===== config.mk =====
export PLATFORM = sky130hd
export DESIGN_NAME = pwd_candidate_streamer
export DESIGN_NICKNAME = d
export VERILOG_FILES = /design/src/rtl/pwd_candidate_streamer.sv
export SDC_FILE = /design/constraint.sdc
export NUM_CORES = 1
export LEC_CHECK = 0
export BUFFER_PORTS_ARGS = -buffer_cell sky130_fd_sc_hd__buf_4
export CAP_MARGIN = 15
export CORE_ASPECT_RATIO = 0.6
export CORE_MARGIN = 2
export CORE_UTILIZATION = 43
export CTS_BUF_LIST = sky130_fd_sc_hd__clkbuf_8
export CTS_CLUSTER_SIZE = 20
export DETAILED_ROUTE_END_ITERATION = 6
export SYNTH_ARGS = -nofsm -noshare
export SYNTH_HDL_FRONTEND = slang
export SYNTH_SLANG_ARGS = --single-unit

===== constraint.sdc =====
create_clock -name clk -period 3 [get_ports clk]
set_input_delay 0.45 -clock clk [delete_from_list [all_inputs] [get_ports clk]]
set_output_delay 0.45 -clock clk [all_outputs]
set_load 0.005 [all_outputs]

===== src/rtl/pwd_candidate_streamer.sv =====
// pwd_candidate_streamer: brute-force candidate generator feeding the top_sha byte interface
// Enumerates every string over CHAR_FIRST..CHAR_LAST, lengths 1..MAX_LEN, in odometer order.
// Ports: clk, rst (async active-low); start (begin enumeration in IDLE/DONE), abort (to IDLE),
// hash_done (digest consumed); byte_rdy/byte_stop/data_out to top_sha; cand/cand_len current
// candidate (byte 0 in [7:0]); busy (SEND/STOP/ADV); exhausted (DONE).
module pwd_candidate_streamer #(
  parameter int MAX_LEN = 4,
  parameter logic [7:0] CHAR_FIRST = 8'h61,
  parameter logic [7:0] CHAR_LAST = 8'h7A,
  localparam int LW = $clog2(MAX_LEN + 1),
  localparam int CW = 8 * MAX_LEN
) (
  input  logic          clk,
  input  logic          rst,
  input  logic          start,
  input  logic          abort,
  input  logic          hash_done,
  output logic          byte_rdy,
  output logic          byte_stop,
  output logic [7:0]    data_out,
  output logic [CW-1:0] cand,
  output logic [LW-1:0] cand_len,
  output logic          busy,
  output logic          exhausted
);
  typedef enum logic [2:0] {IDLE, SEND, STOP, ADV, DONE} state_t;
  state_t state, nstate;
  logic [LW-1:0] idx, inc_len;
  logic [CW-1:0] inc;
  logic carry, last;
  // Odometer increment: last byte is least significant; a full carry grows the length.
  always_comb begin
    inc = cand;
    inc_len = cand_len;
    carry = 1'b1;
    last = cand_len == LW'(MAX_LEN);
    for (int i = MAX_LEN - 1; i >= 0; i--)
      if (LW'(i) < cand_len) begin
        last = last & (cand[8*i +: 8] == CHAR_LAST);
        inc[8*i +: 8] = carry ? (cand[8*i +: 8] == CHAR_LAST ? CHAR_FIRST : cand[8*i +: 8] + 8'd1) : cand[8*i +: 8];
        carry = carry & (cand[8*i +: 8] == CHAR_LAST);
      end
    if (carry) begin
      inc_len = cand_len + LW'(1);
      for (int i = 0; i < MAX_LEN; i++) inc[8*i +: 8] = LW'(i) <= cand_len ? CHAR_FIRST : 8'h00;
    end
  end
  always_comb begin
    nstate = state;
    case (state)
      IDLE: nstate = start ? SEND : IDLE;
      SEND: nstate = abort ? IDLE : (idx == cand_len - LW'(1) ? STOP : SEND);
      STOP: nstate = abort ? IDLE : (hash_done ? (last ? DONE : ADV) : STOP);
      ADV:  nstate = abort ? IDLE : SEND;
      DONE: nstate = abort ? IDLE : (start ? SEND : DONE);
      default: nstate = IDLE;
    endcase
  end
  always_ff @(posedge clk or negedge rst) begin
    if (!rst) begin
      state <= IDLE;
      cand <= '0;
      cand_len <= '0;
      idx <= '0;
    end else begin
      state <= nstate;
      idx <= (state == SEND && nstate == SEND) ? idx + LW'(1) : '0;
      if ((state == IDLE || state == DONE) && nstate == SEND) begin
        cand <= CW'(CHAR_FIRST);
        cand_len <= LW'(1);
      end else if (state == ADV && nstate == SEND) begin
        cand <= inc;
        cand_len <= inc_len;
      end
    end
  end
  assign byte_rdy = state == SEND;
  assign byte_stop = state == STOP;
  assign data_out = state == SEND ? 8'(cand >> (8 * idx)) : 8'h00;
  assign busy = state == SEND || state == STOP || state == ADV;
  assign exhausted = state == DONE;
endmodule


# After elaboration in Yosys (flattened, before gate mapping)
# Index checks and enable logic that the tools add are counted.
totals:
  register_bits: 41
  in_bits: 5
  output_inout_bits: 47
  word_cells: 103
op_classes:
  addsub: 7
  n_reduce_logical: 21
  magnitude_cmp: 8
  n_eq_ne: 11
  n_bitwise: 7
  n_mux: 41
  n_shift: 1
op_table:
  columns: ["operator", "n"]
  rows:
  - ["2-to-1 mux 32 bit", 3]
  - ["2-to-1 mux 8 bit", 12]
  - ["adder 8 x 1 -> 8 bit (second input constant)", 4]
  - ["== test 8 x 7 -> 1 bit (second input constant)", 4]
  - [">> shifter 32 x 6 -> 8 bit", 1]
  - ["2-to-1 mux 7 bit", 4]
  - ["2-to-1 mux 3 bit", 9]
  - ["nonzero test 3 bit", 7]
  - ["one-hot mux 3 bit (5 select lines)", 1]
  - ["2-to-1 mux 1 bit", 10]
  - ["AND reduction 3 bit", 3]
  - ["AND 1 bit", 7]
  - ["adder 3 x 1 -> 3 bit (second input constant)", 2]
  - ["== test 3 x 1 -> 1 bit (second input constant)", 2]
  - ["== test 3 x 2 -> 1 bit (second input constant)", 2]
  - ["== test 3 bit (second input constant)", 2]
  - ["<= comparator 1 x 3 -> 1 bit (first input constant)", 2]
  - ["<= comparator 2 x 3 -> 1 bit (first input constant)", 2]
  - ["less-than comparator 1 x 3 -> 1 bit (first input constant)", 2]
  - ["less-than comparator 2 x 3 -> 1 bit (first input constant)", 2]
  - ["2-to-1 mux 2 bit", 2]
  - ["AND reduction 2 bit", 2]
  - ["nonzero test 2 bit", 2]
  - ["== test 3 bit", 1]
  - ["4 further kinds", 8]

# Depth between registers and ports, before layout
logic_depth:
  word_depth: 17
  mapped_depth: 9
  mapped_depth_nobuf: 8

# Worst setup path after synthesis
# Ideal clock, no wire load.
synth_path:
  kind: "register to register"
  from: "reg cand_len[1]"
  to: "reg cand[16]"
  synth_period_minus_slack_ns: 2.214
  n_path_buf: 0
  setup_ns: 0.125
  path_slack_ns: 0.786
  path_stages_with_launch: 9
  t_required_ns: 2.875
  arrival_ns: 2.089
  cell_sequence: "dfrtp_1 > inv_1 > ha_1 > o21ba_2 > a2bb2oi_2 > a2111oi_4 > nor2_2 > a21oi_2 > mux2_2"
synth_between:
  elab_chain_cells: 17
  word_cells_on_any_way: 40
  classes_between: "1 x add/sub; 5 x order compare; 3 x eq/ne; 18 x mux; 7 x bitwise; 6 x reduce/logical"
synth_rtl:
  columns: ["element", "line", "source"]
  rows:
  - ["from (decl)", "22", "output logic [LW-1:0] cand_len,"]
  - ["from (signal assigned)", "73", "cand_len <= inc_len;"]
  - ["branches (longest 17 deep; another with less-than comparator 2 x 3 -> 1 bit)", null, null]
  - ["to (signal assigned)", "69", "cand <= CW'(CHAR_FIRST);"]
  - ["to (signal assigned)", "72", "cand <= inc;"]
  - ["to (decl)", "21", "output logic [CW-1:0] cand,"]
# Parallel ways; which one is timed is not known. The select of a mux whose other input is x is not followed.
# A chain may end at the register's enable or synchronous reset.

# Final worst setup path
layout_path:
  from: "reg cand[24]"
  to: "reg cand[16]"
layout_between:
  elab_chain_cells: 17
  word_cells_on_any_way: 30
  classes_between: "2 x eq/ne; 15 x mux; 7 x bitwise; 6 x reduce/logical"
layout_rtl:
  columns: ["element", "line", "source"]
  rows:
  - ["== test 8 x 7 -> 1 bit *", "39, 41", null]
  - ["AND 1 bit", "39", "last = last & (cand[8*i +: 8] == CHAR_LAST);"]
  - ["2-to-1 mux 1 bit", "38", "if (LW'(i) < cand_len) begin"]
  - ["AND 1 bit", "39", null]
  - ["2-to-1 mux 1 bit", "38", null]
  - ["AND 1 bit", "39", null]
  - ["2-to-1 mux 1 bit", "38", null]
  - ["AND 1 bit", "39", null]
  - ["2-to-1 mux 1 bit", "38", null]
  - ["2-to-1 mux 3 bit (3 in a row)", "53", "STOP: nstate = abort ? IDLE : (hash_done ? (last ? DONE : ADV) : STOP);"]
  - ["one-hot mux 3 bit (5 select lines)", "50", "case (state)"]
  - ["== test 3 x 1 -> 1 bit", "68, 71", null]
  - ["logical AND 1 bit (on tied branches)", "68, 71", null]
  - ["nonzero test 3 bit (no source line) / nonzero test 2 bit (equally long branches)", null, null]
  - ["AND reduction 3 bit (no source line)", null, null]
# Mark *: on every way between the ends. The rest lies on a longest branch, timed or not. The select of a mux whose other input is x is not followed.

==> run metrics <==
commonest non-fill, non-tap cell in the layout buf_4; largest net degree at the start of global routing 42; Max Fclk 0.3815 GHz; Final Hold Viols 0; Min-Delay Path Class input port to async pin; fraction of registers with async set/reset 100.0%; crit-path max FO 10; P per Cell Area 854.1 mW/mm^2; antenna-violating nets left 0; Primary FF master, synth dfrtp_1; kind of critical path register to register; number of global-route vias before repair 2738; layout cell share with drive strength beyond 1 24.94%; CTS tree built; DRC Markers 0; Max-cap violations 0; Rows 23; worst-margin pin slew 727.8 ps; Cell variety after synth 65; root buffer cell clkbuf_8; YS warnings 0; Starting Density 44.50%; Pre-antenna DRT Iters 5; via count 2888; crit-path leading delay family compound AO/OA/AOI/OAI gates; die width 111.5 um; post-synth top area share 34.38%; initial antenna violation count 0; Mapped Area 0.002984 sq mm; leakage dissipation 1.638 nW; final instance area around 0.0036 sq mm; CTS Buf Count 5; WP data arrival 2810 ps; post-CTS resize count 0; nets@finish 403; Worst Setup End Kind register; IO buf count 51; net count after synthesis around 340; grt ovf 0; Area Overhead vs Synth 20.92%; FF+latch count, synth 41; dpl hpwl 6898 um; Core Box Area 0.006705 sq mm; Post-Route WL 9233 um; clk_lat worst skew 310 ps; clock tree buffer depth 2; clock slew at reported path FFs about 80 ps; I/O Pins 52; Die Span Y 68.53 um; vias per std cell around 6; Total Die Area 0.007644 sq mm; Worst path max stage delay 520 ps; worst path bufs/invs 1; Ant. Diodes 0; hold buffer count at CTS 0; Final Cycle Share between 80 and 90%; DR WL/cell 19.56 um; EDFF count, synth 0; Syn Area/Cell a little over 9 sq um; most frequent cells in the layout buf_4 (65), dfrtp_1 (41), nand2_1 (27), nor2_1 (22), nand3_1 (18); Synth Instances 324; FILL cells 617; area leader, netlist dfrtp_1; # clock sinks 41; outcome complete, no violations; gr usage total between 20 and 30%; RSZ-0062 raised after global routing no; Total Neg Setup Slack 0 ps; Worst Skew 12.91 ps; CP required 3190 ps; first-pass GRT wire length 14990 um; CTS H-tree lvls 2; post-CTS setup buffer count 0; RD Place Congestion 0.8844; Worst VDD drop roughly 460 uV; drt initial violations about 300; min cycle time layout 2621 ps; final setup vio count 0; register area share after synthesis 34.38%; CP max-delay cell a2111oi_4; Slew headroom 50.97%; crit start category register; largest cells by area after synthesis dfrtp_1 (34%), mux4_2 (6.0%), ha_1 (5.9%); DP Area 0.003526 sq mm; Slew Limit Fails 0; CP Cell Sequence inv_1 -> ha_1 -> nor3b_2 -> a21boi_1 -> a2111oi_4 -> nor2_2 -> a21oi_2 -> mux2_2
## power by group
part           switching (W)  internal [W]  leakage, nW
registers           0.000309      0.000704        0.530
logic               0.000906      0.000793         1.06
clock network       0.000212      0.000158       0.0491
total                0.00143       0.00166         1.64
## per-layer routing
layer | global-route usage, % | routed length [um] | up-vias | share of wire [%]
met5 | 0 | 0 | - | 0
met4 | 5.864 | 130 | 0 | 1.4
met3 | 6.119 | 839 | 14 | 9.1
met2 | 38.80 | 3867 | 127 | 42
met1 | 37.79 | 4395 | 1400 | 48
li1 | - | - | 1347 | -
## per-stage QoR
stage | total power [W] | cells | hold slack [ps] | utilization [%] | worst slack [ps]
after floorplan | 0.001960 | 324 | 154.4 | - | 786.3
final | 0.003082 | 472 | 122.0 | 53.82 | 379.0
after detailed placement | 0.002687 | 464 | 474.3 | 52.58 | 455.0
after global placement | 0.002669 | 464 | 472.6 | 52.58 | 540.0
after CTS | 0.003068 | 472 | 138.4 | 53.82 | 427.9
after global routing | 0.003317 | 472 | 165.4 | 53.82 | 176.8
## area by class of cell
class                      instances  area, sq um  share of cell area [%]
tap                               87        108.9                   3.017
timing repair buffer              65        488.0                   13.52
multi-input combinational        256         1847                   51.18
inverter                          15        56.30                   1.560
sequential                        41         1026                   28.43
clock inverter                     3        13.76                  0.3814
clock buffer                       5        68.82                   1.907
## registers in the layout, summed over array words and instances, names as in the netlist
name,count
state,3
idx,3
cand,32
cand_len,3
## cells by family after synthesis
| group | count (synthesis) | synth area share, % |
|---|---|---|
| xor+xnor | 6 | 1.761 |
| flops | 41 | 34.38 |
| buf+inv | 27 | 3.731 |
| simple gates | 138 | 25.33 |
| fa+ha+maj | 14 | 5.870 |
| compound gates | 89 | 22.52 |
| mux | 9 | 6.415 |
## worst paths after layout
path,start,end,slack [ps],cells past startpoint
hold / removal,rst,state[2]$_DFF_PN0_,120,1
setup reg to reg,cand[24]$_DFFE_PN0P_,cand[16]$_DFFE_PN0P_,380,8
max in group asynchronous,rst,cand[21]$_DFFE_PN0P_,2490,1
hold reg to reg,cand[25]$_DFFE_PN0P_,cand[25]$_DFFE_PN0P_,590,2
setup / recovery,cand[24]$_DFFE_PN0P_,cand[16]$_DFFE_PN0P_,380,8
min in group clk,abort,state[2]$_DFF_PN0_,330,2
## synth_stat cells (9+ instances only)
cell type and n:
a31oi_1 9, and3_1 12, dfrtp_1 41, ha_1 14, inv_1 15, nand2_1 27, nand3_1 18, nor2_1 22
nor2b_1 12, nor3_1 14, o21ai_0 17, o31ai_1 10, or3_1 9
No activity file was read; power rests on OpenSTA's default activity.
